<file path="src/rtl/frame_pkg.sv">
// Shared types and constants for the serial frame transmitter and receiver.
package frame_pkg;

  typedef enum logic [2:0] {
    IDLE,
    START,
    SIZE,
    DATA,
    CRC,
    STOP
  } frame_state_t;

  localparam logic [7:0] CRC8_POLY = 8'h07;
  localparam logic [7:0] CRC8_INIT = 8'h00;
  localparam int         STUFF_RUN = 5;
  localparam logic       LINE_IDLE = 1'b0;
  localparam logic       START_BIT = 1'b1;
  localparam logic       STOP_BIT  = 1'b0;
  localparam int         FS_W      = 4;

endpackage

</file>
<file path="src/rtl/frame_transmit_if.sv">
// Data byte handshake between host and frame transmitter.
interface frame_transmit_if;

  logic [7:0] din;
  logic       din_valid;
  logic       din_ready;

  modport master (
    output din,
    output din_valid,
    input  din_ready
  );

  modport slave (
    input  din,
    input  din_valid,
    output din_ready
  );

endinterface

</file>
<file path="src/rtl/crc8_serial.sv">
// Bit-serial CRC-8 (poly 0x07, init 0x00), shared with the frame receiver.
module crc8_serial
  import frame_pkg::*;
(
  input  logic       clk,
  input  logic       reset,
  input  logic       clr,
  input  logic       en,
  input  logic       b,
  output logic [7:0] crc
);

  logic [7:0] crc_q, crc_d;
  logic       fb;

  always_comb begin
    fb    = crc_q[7] ^ b;
    crc_d = crc_q;
    if (clr) begin
      crc_d = CRC8_INIT;
    end else if (en) begin
      crc_d = {crc_q[6:0], 1'b0} ^ (fb ? CRC8_POLY : 8'h00);
    end
  end

  always_ff @(posedge clk) begin
    if (reset) crc_q <= CRC8_INIT;
    else       crc_q <= crc_d;
  end

  assign crc = crc_q;

endmodule

</file>
<file path="src/rtl/frame_transmit.sv">
// Serial frame transmitter: start, size, data, CRC-8, stop.
// Define FRAME_STUFF_EN to insert a stuff bit after five equal line bits.
module frame_transmit
  import frame_pkg::*;
(
  input  logic            clk,
  input  logic            reset,
  input  logic [7:0]      baudrate,
  input  logic            start,
  input  logic [FS_W-1:0] framesize,
  frame_transmit_if.slave din_if,
  output logic            tx,
  output logic            busy,
  output logic            done,
  output logic            ur
);

  frame_state_t    state_q, state_d;
  logic [7:0]      cnt_q, cnt_d;
  logic [7:0]      baud_q, baud_d;
  logic [FS_W-1:0] fs_q, fs_d;
  logic [FS_W-1:0] byte_q, byte_d;
  logic [FS_W-1:0] acc_q, acc_d;
  logic [2:0]      bit_q, bit_d;
  logic [7:0]      sreg_q, sreg_d;
  logic [7:0]      hold_q, hold_d;
  logic            full_q, full_d;
  logic            tx_q, tx_d;
  logic            done_q, done_d;
  logic            ur_q, ur_d;
  logic            wrap, xfer, stuff;
  logic            shift_go, byte_go, crc_go;
  logic            crc_clr, crc_en, crc_b;
  logic [7:0]      crc;

  assign busy = state_q != IDLE;
  assign din_if.din_ready = busy && !full_q && (acc_q < fs_q);
  assign xfer = din_if.din_valid && din_if.din_ready;
  assign wrap = cnt_q == baud_q - 8'd1;

  crc8_serial u_crc (
    .clk   (clk),
    .reset (reset),
    .clr   (crc_clr),
    .en    (crc_en),
    .b     (crc_b),
    .crc   (crc)
  );

`ifdef FRAME_STUFF_EN
  logic [2:0] run_q, run_d;
  logic       in_reg;

  assign in_reg = state_q inside {SIZE, DATA, CRC};
  assign stuff  = in_reg && run_q == 3'(STUFF_RUN);

  // Run length of equal line bits inside the stuffed region.
  always_comb begin
    run_d = run_q;
    if (busy && wrap) begin
      if (stuff)
        run_d = 3'd1;
      else if (in_reg && tx_d == tx_q)
        run_d = run_q + 3'd1;
      else
        run_d = 3'd1;
    end
  end

  always_ff @(posedge clk) begin
    if (reset) run_q <= '0;
    else       run_q <= run_d;
  end
`else
  assign stuff = 1'b0;
`endif

  always_comb begin
    state_d  = state_q;
    cnt_d    = cnt_q;
    baud_d   = baud_q;
    fs_d     = fs_q;
    byte_d   = byte_q;
    acc_d    = acc_q;
    bit_d    = bit_q;
    sreg_d   = sreg_q;
    hold_d   = hold_q;
    full_d   = full_q;
    tx_d     = tx_q;
    done_d   = 1'b0;
    ur_d     = ur_q;
    crc_clr  = 1'b0;
    crc_en   = 1'b0;
    crc_b    = 1'b0;
    shift_go = 1'b0;
    byte_go  = 1'b0;
    crc_go   = 1'b0;

    if (xfer) begin
      hold_d = din_if.din;
      full_d = 1'b1;
      acc_d  = acc_q + 1'b1;
    end
    if (busy) cnt_d = wrap ? 8'd0 : cnt_q + 8'd1;

    unique case (1'b1)
      !busy && start: begin
        state_d = START;
        cnt_d   = 8'd0;
        baud_d  = (baudrate == 8'd0) ? 8'd1 : baudrate;
        fs_d    = framesize;
        byte_d  = '0;
        acc_d   = '0;
        bit_d   = '0;
        full_d  = 1'b0;
        tx_d    = START_BIT;
        ur_d    = 1'b0;
        crc_clr = 1'b1;
      end
      busy && wrap && stuff: tx_d = ~tx_q;
      busy && wrap && !stuff: begin
        unique case (state_q)
          START: begin
            state_d = SIZE;
            bit_d   = '0;
            tx_d    = fs_q[FS_W-1];
            sreg_d  = {fs_q[FS_W-2:0], {(9-FS_W){1'b0}}};
            crc_en  = 1'b1;
            crc_b   = fs_q[FS_W-1];
          end
          SIZE: begin
            if (bit_q != 3'(FS_W-1)) shift_go = 1'b1;
            else if (fs_q == '0)     crc_go = 1'b1;
            else                     byte_go = 1'b1;
          end
          DATA: begin
            if (bit_q != 3'd7)        shift_go = 1'b1;
            else if (byte_q == fs_q)  crc_go = 1'b1;
            else                      byte_go = 1'b1;
          end
          CRC: begin
            if (bit_q != 3'd7) begin
              shift_go = 1'b1;
            end else begin
              state_d = STOP;
              tx_d    = STOP_BIT;
            end
          end
          STOP: begin
            state_d = IDLE;
            tx_d    = LINE_IDLE;
            done_d  = 1'b1;
          end
          default: ;
        endcase
      end
      default: ;
    endcase

    if (shift_go) begin
      bit_d  = bit_q + 3'd1;
      tx_d   = sreg_q[7];
      sreg_d = {sreg_q[6:0], 1'b0};
      crc_en = state_q != CRC;
      crc_b  = sreg_q[7];
    end
    if (crc_go) begin
      state_d = CRC;
      bit_d   = '0;
      tx_d    = crc[7];
      sreg_d  = {crc[6:0], 1'b0};
    end
    // An empty buffer at a byte boundary aborts the frame.
    if (byte_go) begin
      if (full_q) begin
        state_d = DATA;
        bit_d   = '0;
        byte_d  = byte_q + 1'b1;
        tx_d    = hold_q[7];
        sreg_d  = {hold_q[6:0], 1'b0};
        full_d  = 1'b0;
        crc_en  = 1'b1;
        crc_b   = hold_q[7];
      end else begin
        state_d = IDLE;
        tx_d    = LINE_IDLE;
        ur_d    = 1'b1;
      end
    end
  end

  always_ff @(posedge clk) begin
    if (reset) begin
      state_q <= IDLE;
      cnt_q   <= '0;
      baud_q  <= 8'd1;
      fs_q    <= '0;
      byte_q  <= '0;
      acc_q   <= '0;
      bit_q   <= '0;
      sreg_q  <= '0;
      hold_q  <= '0;
      full_q  <= 1'b0;
      tx_q    <= LINE_IDLE;
      done_q  <= 1'b0;
      ur_q    <= 1'b0;
    end else begin
      state_q <= state_d;
      cnt_q   <= cnt_d;
      baud_q  <= baud_d;
      fs_q    <= fs_d;
      byte_q  <= byte_d;
      acc_q   <= acc_d;
      bit_q   <= bit_d;
      sreg_q  <= sreg_d;
      hold_q  <= hold_d;
      full_q  <= full_d;
      tx_q    <= tx_d;
      done_q  <= done_d;
      ur_q    <= ur_d;
    end
  end

  assign tx   = tx_q;
  assign done = done_q;
  assign ur   = ur_q;

endmodule
</file>
<file path="src/flat_wrapper.sv">
// flat-port wrapper written by rule: the top's interface ports become plain ports
module frame_transmit_flat import frame_pkg::*;
  (clk, reset, baudrate, start, framesize, tx, busy, done, ur, din_if_din, din_if_din_valid, din_if_din_ready);
  frame_transmit_if din_if_i ();
  input  logic clk;
  input  logic reset;
  input  logic [7:0] baudrate;
  input  logic start;
  input  logic [FS_W-1:0] framesize;
  output logic tx;
  output logic busy;
  output logic done;
  output logic ur;
  input wire logic [$bits(din_if_i.din)-1:0] din_if_din;
  input wire logic [$bits(din_if_i.din_valid)-1:0] din_if_din_valid;
  output wire logic [$bits(din_if_i.din_ready)-1:0] din_if_din_ready;
  assign din_if_i.din = din_if_din;
  assign din_if_i.din_valid = din_if_din_valid;
  assign din_if_din_ready = din_if_i.din_ready;
  frame_transmit u_core (.clk(clk), .reset(reset), .baudrate(baudrate), .start(start), .framesize(framesize), .din_if(din_if_i), .tx(tx), .busy(busy), .done(done), .ur(ur));
endmodule
</file>
<file path="config.mk">
export PLATFORM = sky130hd
export DESIGN_NAME = frame_transmit_flat
export DESIGN_NICKNAME = d
export VERILOG_FILES = /design/src/rtl/frame_pkg.sv /design/src/rtl/frame_transmit_if.sv /design/src/rtl/crc8_serial.sv /design/src/rtl/frame_transmit.sv /design/src/flat_wrapper.sv
export SDC_FILE = /design/constraint.sdc
export NUM_CORES = 1
export LEC_CHECK = 0
export ABC_AREA = 1
export CELL_PAD_IN_SITES_DETAIL_PLACEMENT = 1
export CELL_PAD_IN_SITES_GLOBAL_PLACEMENT = 2
export CORE_MARGIN = 1.5
export CORE_UTILIZATION = 32
export CTS_CLUSTER_DIAMETER = 30
export DETAILED_ROUTE_END_ITERATION = 6
export DONT_BUFFER_PORTS = 1
export PLACE_DENSITY = 0.8
export RECOVER_POWER = 25
export SKIP_CTS_REPAIR_TIMING = 1
export SYNTH_ARGS = -nofsm -noshare
export SYNTH_HDL_FRONTEND = slang
export SYNTH_SLANG_ARGS = --single-unit
</file>
<file path="constraint.sdc">
create_clock -name clk -period 2.3 [get_ports clk]
set_clock_uncertainty 0.15 [all_clocks]
set_input_delay 0.345 -clock clk [delete_from_list [all_inputs] [get_ports clk]]
set_output_delay 0.345 -clock clk [all_outputs]
set_load 0.03 [all_outputs]
</file>
# Word level (Yosys, flattened, before mapping)
# Index checks and enable logic that the tools add are counted.
dict set report totals {
  romBits 0
  reg_bits 62
  memories 0
  latch_bits 0
  output_inout_bits 5
  ramBits 0
}
dict set report op_classes {
  mul 0
  order_cmp 1
  div 0
  addsub 5
  eq_ne 14
  n_mux 66
  reduce_logical 18
  bitwise_logic 3
  shifts 0
}
# cell n
set op_table {}
lappend op_table {{2-to-1 mux 8 bit} 8}
lappend op_table {{2-to-1 mux 1 bit} 37}
lappend op_table {{2-to-1 mux 3 bit} 9}
lappend op_table {{2-to-1 mux 4 bit} 3}
lappend op_table {{one-hot mux 3 bit (2 select lines)} 2}
lappend op_table {{one-hot mux 3 bit (3 select lines)} 1}
lappend op_table {{adder 4 x 1 -> 4 bit (second input constant)} 2}
lappend op_table {{adder 8 x 1 -> 8 bit (second input constant)} 1}
lappend op_table {{equality test 8 bit} 1}
lappend op_table {{logical NOT 8 bit} 1}
lappend op_table {{one-hot mux 1 bit (2 select lines)} 4}
lappend op_table {{OR reduction 2 bit} 4}
lappend op_table {{subtractor 8 x 1 -> 8 bit (second input constant)} 1}
lappend op_table {{bitwise XOR 8 x 3 -> 8 bit} 1}
lappend op_table {{!= test 7 x 4 -> 1 bit (second input constant)} 1}
lappend op_table {{equality test 3 x 2 -> 1 bit (second input constant)} 2}
lappend op_table {{equality test 3 bit (second input constant)} 2}
lappend op_table {{!= test 3 bit (second input constant)} 2}
lappend op_table {{!= test 6 x 3 -> 1 bit (second input constant)} 1}
lappend op_table {{!= test 6 x 4 -> 1 bit (second input constant)} 1}
lappend op_table {{AND reduction 3 bit} 2}
lappend op_table {{logical AND 1 bit} 5}
lappend op_table {{!= test 5 x 3 -> 1 bit (second input constant)} 1}
lappend op_table {{nonzero test 5 bit} 1}
lappend op_table {{13 further kinds} 14}

# Longest topological paths before layout
dict set report depth {
  word_depth 10
  mapped_depth 20
  mapped_depth_nobuf 19
}

# By module
# Synthesis repeated with hierarchy kept, for this count alone.
dict set report unflattened {
  hier_cells 524
  hier_area_um2 3537.1
}
# mod area_per_inst_um2 instances seq_area_each_um2 cells_each
set modules_own_cells {}
lappend modules_own_cells {frame_transmit 3179.3 1 1081.0 475}
lappend modules_own_cells {crc8_serial 357.8 1 160.2 49}

# Worst setup path before layout
# OpenSTA, ideal clock, no wires.
dict set report synth_timing {
  path_type {register to register}
  from {reg u_core.fs_q[3]}
  to {reg u_core.acc_q[3]}
  synth_period_minus_slack_ns 2.613
  arrival_time_ns 2.337
  required_time_ns 2.024
  setup_slack_ns -0.313
  n_path_buf 0
  stages_incl_launch_ff 10
  cell_sequence {dfxtp_1 -> inv_1 -> ha_1 -> a21o_1 -> a311oi_1 -> nand2_1 -> nor2_1 -> nand3_1 -> xor2_1 -> nor2_1}
}
dict set report synth_between {
  elab_chain_len 3
}
# item line
set synth_lines {}
lappend synth_lines {{from (decl)} frame_transmit.sv:21} ;# logic [FS_W-1:0] fs_q, fs_d;
lappend synth_lines {{from (signal assigned)} frame_transmit.sv:211} ;# fs_q <= fs_d;
lappend synth_lines {{less-than comparator 4 bit} frame_transmit.sv:37} ;# assign din_if.din_ready = busy && !full_q && (acc_q < fs_q);
lappend synth_lines {{logical AND 1 bit} frame_transmit.sv:37}
lappend synth_lines {{named net din_if_din_ready} flat_wrapper.sv:16} ;# output wire logic [$bits(din_if_i.din_ready)-1:0] din_if_din_ready;
lappend synth_lines {{logical AND 1 bit} frame_transmit.sv:38} ;# assign xfer = din_if.din_valid && din_if.din_ready;
lappend synth_lines {{to (signal assigned)} frame_transmit.sv:199} ;# acc_q <= '0;
lappend synth_lines {{to (signal assigned)} frame_transmit.sv:213} ;# acc_q <= acc_d;
lappend synth_lines {{to (decl)} frame_transmit.sv:23} ;# logic [FS_W-1:0] acc_q, acc_d;
# The timed path passes the listed nets, and every way through them passes these cells.
# A chain may end at the register's enable or synchronous reset.

# Final worst setup path
dict set report layout_timing {
  from {reg u_core.baud_q[1]}
  to {reg u_core.u_crc.crc_q[2] (netlist: u_core.u_crc.crc[2])}
}
dict set report layout_between {
  elab_chain_len 10
  word_cells_on_any_way 16
  cone_classes {add/sub: 1; eq/ne: 1; mux: 11; bitwise: 2; reduce/logical: 1}
}
# item line
set layout_lines {}
lappend layout_lines {{from (decl)} frame_transmit.sv:20} ;# logic [7:0] baud_q, baud_d;
lappend layout_lines {{from (signal assigned)} frame_transmit.sv:210} ;# baud_q <= baud_d;
lappend layout_lines {{subtractor 8 x 1 -> 8 bit (*)} frame_transmit.sv:39} ;# assign wrap = cnt_q == baud_q - 8'd1;
lappend layout_lines {{equality test 8 bit (*)} frame_transmit.sv:39}
lappend layout_lines {{logical AND 1 bit (*)} n/a}
lappend layout_lines {{2-to-1 mux 1 bit} frame_transmit.sv:106} ;# unique case (1'b1)
lappend layout_lines {{2-to-1 mux 1 bit} frame_transmit.sv:160} ;# if (shift_go) begin
lappend layout_lines {{2-to-1 mux 1 bit} frame_transmit.sv:175} ;# if (full_q) begin
lappend layout_lines {{2-to-1 mux 1 bit} frame_transmit.sv:174} ;# if (byte_go) begin
lappend layout_lines {{bitwise XOR 1 bit} crc8_serial.sv:17} ;# fb = crc_q[7] ^ b;
lappend layout_lines {{2-to-1 mux 3 bit} crc8_serial.sv:22} ;# crc_d = {crc_q[6:0], 1'b0} ^ (fb ? CRC8_POLY : 8'h00);
lappend layout_lines {{bitwise XOR 8 x 3 -> 8 bit} crc8_serial.sv:22}
lappend layout_lines {{to (signal assigned)} crc8_serial.sv:28} ;# else crc_q <= crc_d;
lappend layout_lines {{to (decl)} crc8_serial.sv:13} ;# logic [7:0] crc_q, crc_d;
# Every way passes the cells marked *; elsewhere a longest branch is shown, timed or not.

==> metrics.txt <==
status complete, but fails checks; failing checks negative hold slack, negative setup slack; DRT antenna net count 0; Final HPWL DP 7220 um; final WL 10600 um; Slew headroom 0.657; core area 9860 sq um; cells along the critical path inv_2, ha_4, xnor2_1, nor2_1, nand3_2, nor2_4, nand3_4, nor2_4, buf_4, nand3_4, nand2_4, nand2_2, nand3_1, nand3_1, nand2_1, inv_1; vias per cell 5.04; Max IR drop VDD 0.453 mV; clock sink total 62; Synth Flop Type dfxtp_1; antenna violations before repair 0; Final Hold Viols 5; Buf+Inv Stages, Crit Path 3; Seq pwr share 0.320; DIE WIDTH 104 um; Clock Pin Slew Worst Setup and Hold Paths 0.08 ns; Pint 2.75 mW; PD cells 1030 nW/um^2; H-tree levels 3; DRC 0; Hold WC Path Type in -> reg; crit-path max FO 4; top area cells in the synthesized netlist dfxtp_1 38%, nand2_1 9.8%, inv_1 7.3%; Max Cap Violations 0; Slowest cell on crit path dfxtp_2; most frequent cells after synthesis 85 x nand2_1, 64 x inv_1, 62 x dfxtp_1, 45 x nor2_1, 34 x a21oi_1; Worst setup EP type register; crit-path max cell delay 0.37 ns; die area 10800 sq um; Placed Cells 613; clk buf depth 2; clock latency on the worst-skew pair 0.36 ns; finished layout cell area 4510 sq um; floorplan row count 36; DP Worst Slack -0.132 ns; Max Clock Freq 0.417 GHz; cell with the most instances after synthesis nand2_1; Final period util 1.04; YS warnings 0; clk root buf clkbuf_8; gr usage total 0.182; GRT overflow 0; Layout fillers 1192; CTS Buf Count 9; Critical Path RT 2.42 ns; P&R area growth vs syn 37.8%; WL per Instance 16.2 um; setup repair after global routing missed its margin yes; Final min period 2.40 ns; initial core utilization 0.332; CP delay by family, top simple AND/OR/NAND/NOR gates; crit start category register; layout cells sized above 1 0.276; antenna cells 0; Worst Tran Pin Value 0.513 ns; largest net degree at the start of global routing 16; cell area after synthesis 3270 sq um; share of async-settable or async-resettable flops after synthesis 0; arrival time at the worst endpoint 2.52 ns; Comb power frac 0.429; routability congestion estimate 0.822; worst hold slack -0.0247 ns; I/O Buffers 0; Worst Hold Launch din_if_din[3]; Cell variety after synth 42; Initial DRC Count 91; kind of critical path reg -> reg; Syn Nets 494; Vias 3295; EDFF count, synth 0; RR Startpoint u_core.baud_q[1]; switching power 1.87 mW; setup ws final -0.0969 ns; Crit. Startpoint u_core.baud_q[1]; CTS tree yes; clock power share 0.251; vias in the first global route 3161; leakage 1.94 nW; DP Area 3660 sq um; Die H 104 um; Nets 550; Seq/Total Area, Yosys 0.379; area leader, netlist dfxtp_1; I/O Pins 29; Synth Instances 460; sw frac 0.405; FF+latch count, synth 62; Final Max Tran Viols 0; Yosys top cell area share 0.379; Pre-Repair DR Iteration Count 4; endpoints failing setup 14; post-route insts no fill 654; Avg Cell Area, Syn 7.11 sq um; first-pass GRT wire length 15600 um
## logic make-up after synthesis
logic type               count (synthesis)  synth area share
AO/OA/AOI/OAI                           95             0.167
AND/OR/NAND/NOR                        198             0.278
buffers and inverters                   81            0.0990
flip-flops                              62             0.379
XOR/XNOR                                14            0.0375
adder cells (fa/ha/maj)                 10            0.0382
## area by class of cell
class	count	area [sq um]	area share
Sequential cell	62	1250	0.277
Tap cell	133	166	0.0369
Multi-Input combinational cell	317	2030	0.451
Clock buffer	13	169	0.0375
Timing Repair Buffer	57	551	0.122
Clock inverter	3	65.1	0.0144
Inverter	69	277	0.0613
## placed cells by master, fill, tap and decap left out, types with 4 or more instances in the layout
cell type      count
nand2_1           74
inv_1             59
dfxtp_1           56
nor2_1            38
nand3_1           27
buf_4             26
a21oi_1           23
o21ai_0           20
buf_6             13
a21oi_2           12
clkbuf_8          12
dlygate4sd3_1     12
o21ai_1           11
nor3_1             9
xor2_1             9
inv_2              8
nor2_4             8
nand2_2            8
nand2_4            8
nand4_1            6
ha_1               6
dfxtp_2            6
nor2_2             5
xnor2_1            4
nand3_2            4
nand3b_1           4
o21ai_2            4
o22ai_1            4
## power by group through the flow
stage	combinational, mW	sequential (mW)	clock [mW]
floorplan	1.17	1.40	0
global placement	1.59	1.46	0
detailed placement	1.64	1.46	0
CTS	1.66	1.44	1.18
global route	2.19	1.51	1.22
finish	1.99	1.48	1.16
## per-layer routing
metal | wire length, um | track usage | vias up | share of wire
met2 | 5330 | 0.304 | 54 | 0.50
met1 | 4660 | 0.230 | 1591 | 0.44
met5 | 0 | 0 | - | 0
met4 | 280 | 0.0694 | 0 | 0.026
li1 | - | - | 1627 | -
met3 | 342 | 0.0388 | 23 | 0.032
## path summary, 6_finish.rpt
kind | cells after the start | end | slack (ns)
hold reg to reg | 2 | u_core.hold_q[1] | 0.31
setup reg to reg | 16 | u_core.u_crc.crc[2] | -0.1
setup / recovery | 16 | u_core.u_crc.crc[2] | -0.1
hold / removal | 2 | u_core.hold_q[3] | -0.02
## stage by stage
step	util	TNS (ns)	power, mW
global route	0.457	-3.33	4.92
floorplan	-	0	2.57
finish	0.457	-0.493	4.63
CTS	0.394	-3.33	4.28
detailed placement	0.371	-1.55	3.11
global placement	0.371	-0.0964	3.04
## state kept, by name (all words and copies together), names as in the netlist
signal            cells
u_core.full_q         1
u_core.byte_q         4
u_core.done           1
u_core.cnt_q          8
u_core.fs_q           4
u_core.baud_q         8
u_core.u_crc.crc      8
u_core.bit_q          3
u_core.ur             1
u_core.tx             1
u_core.acc_q          4
u_core.hold_q         8
u_core.sreg_q         8
u_core.state_q        3
No activity file was read; power rests on OpenSTA's default activity.
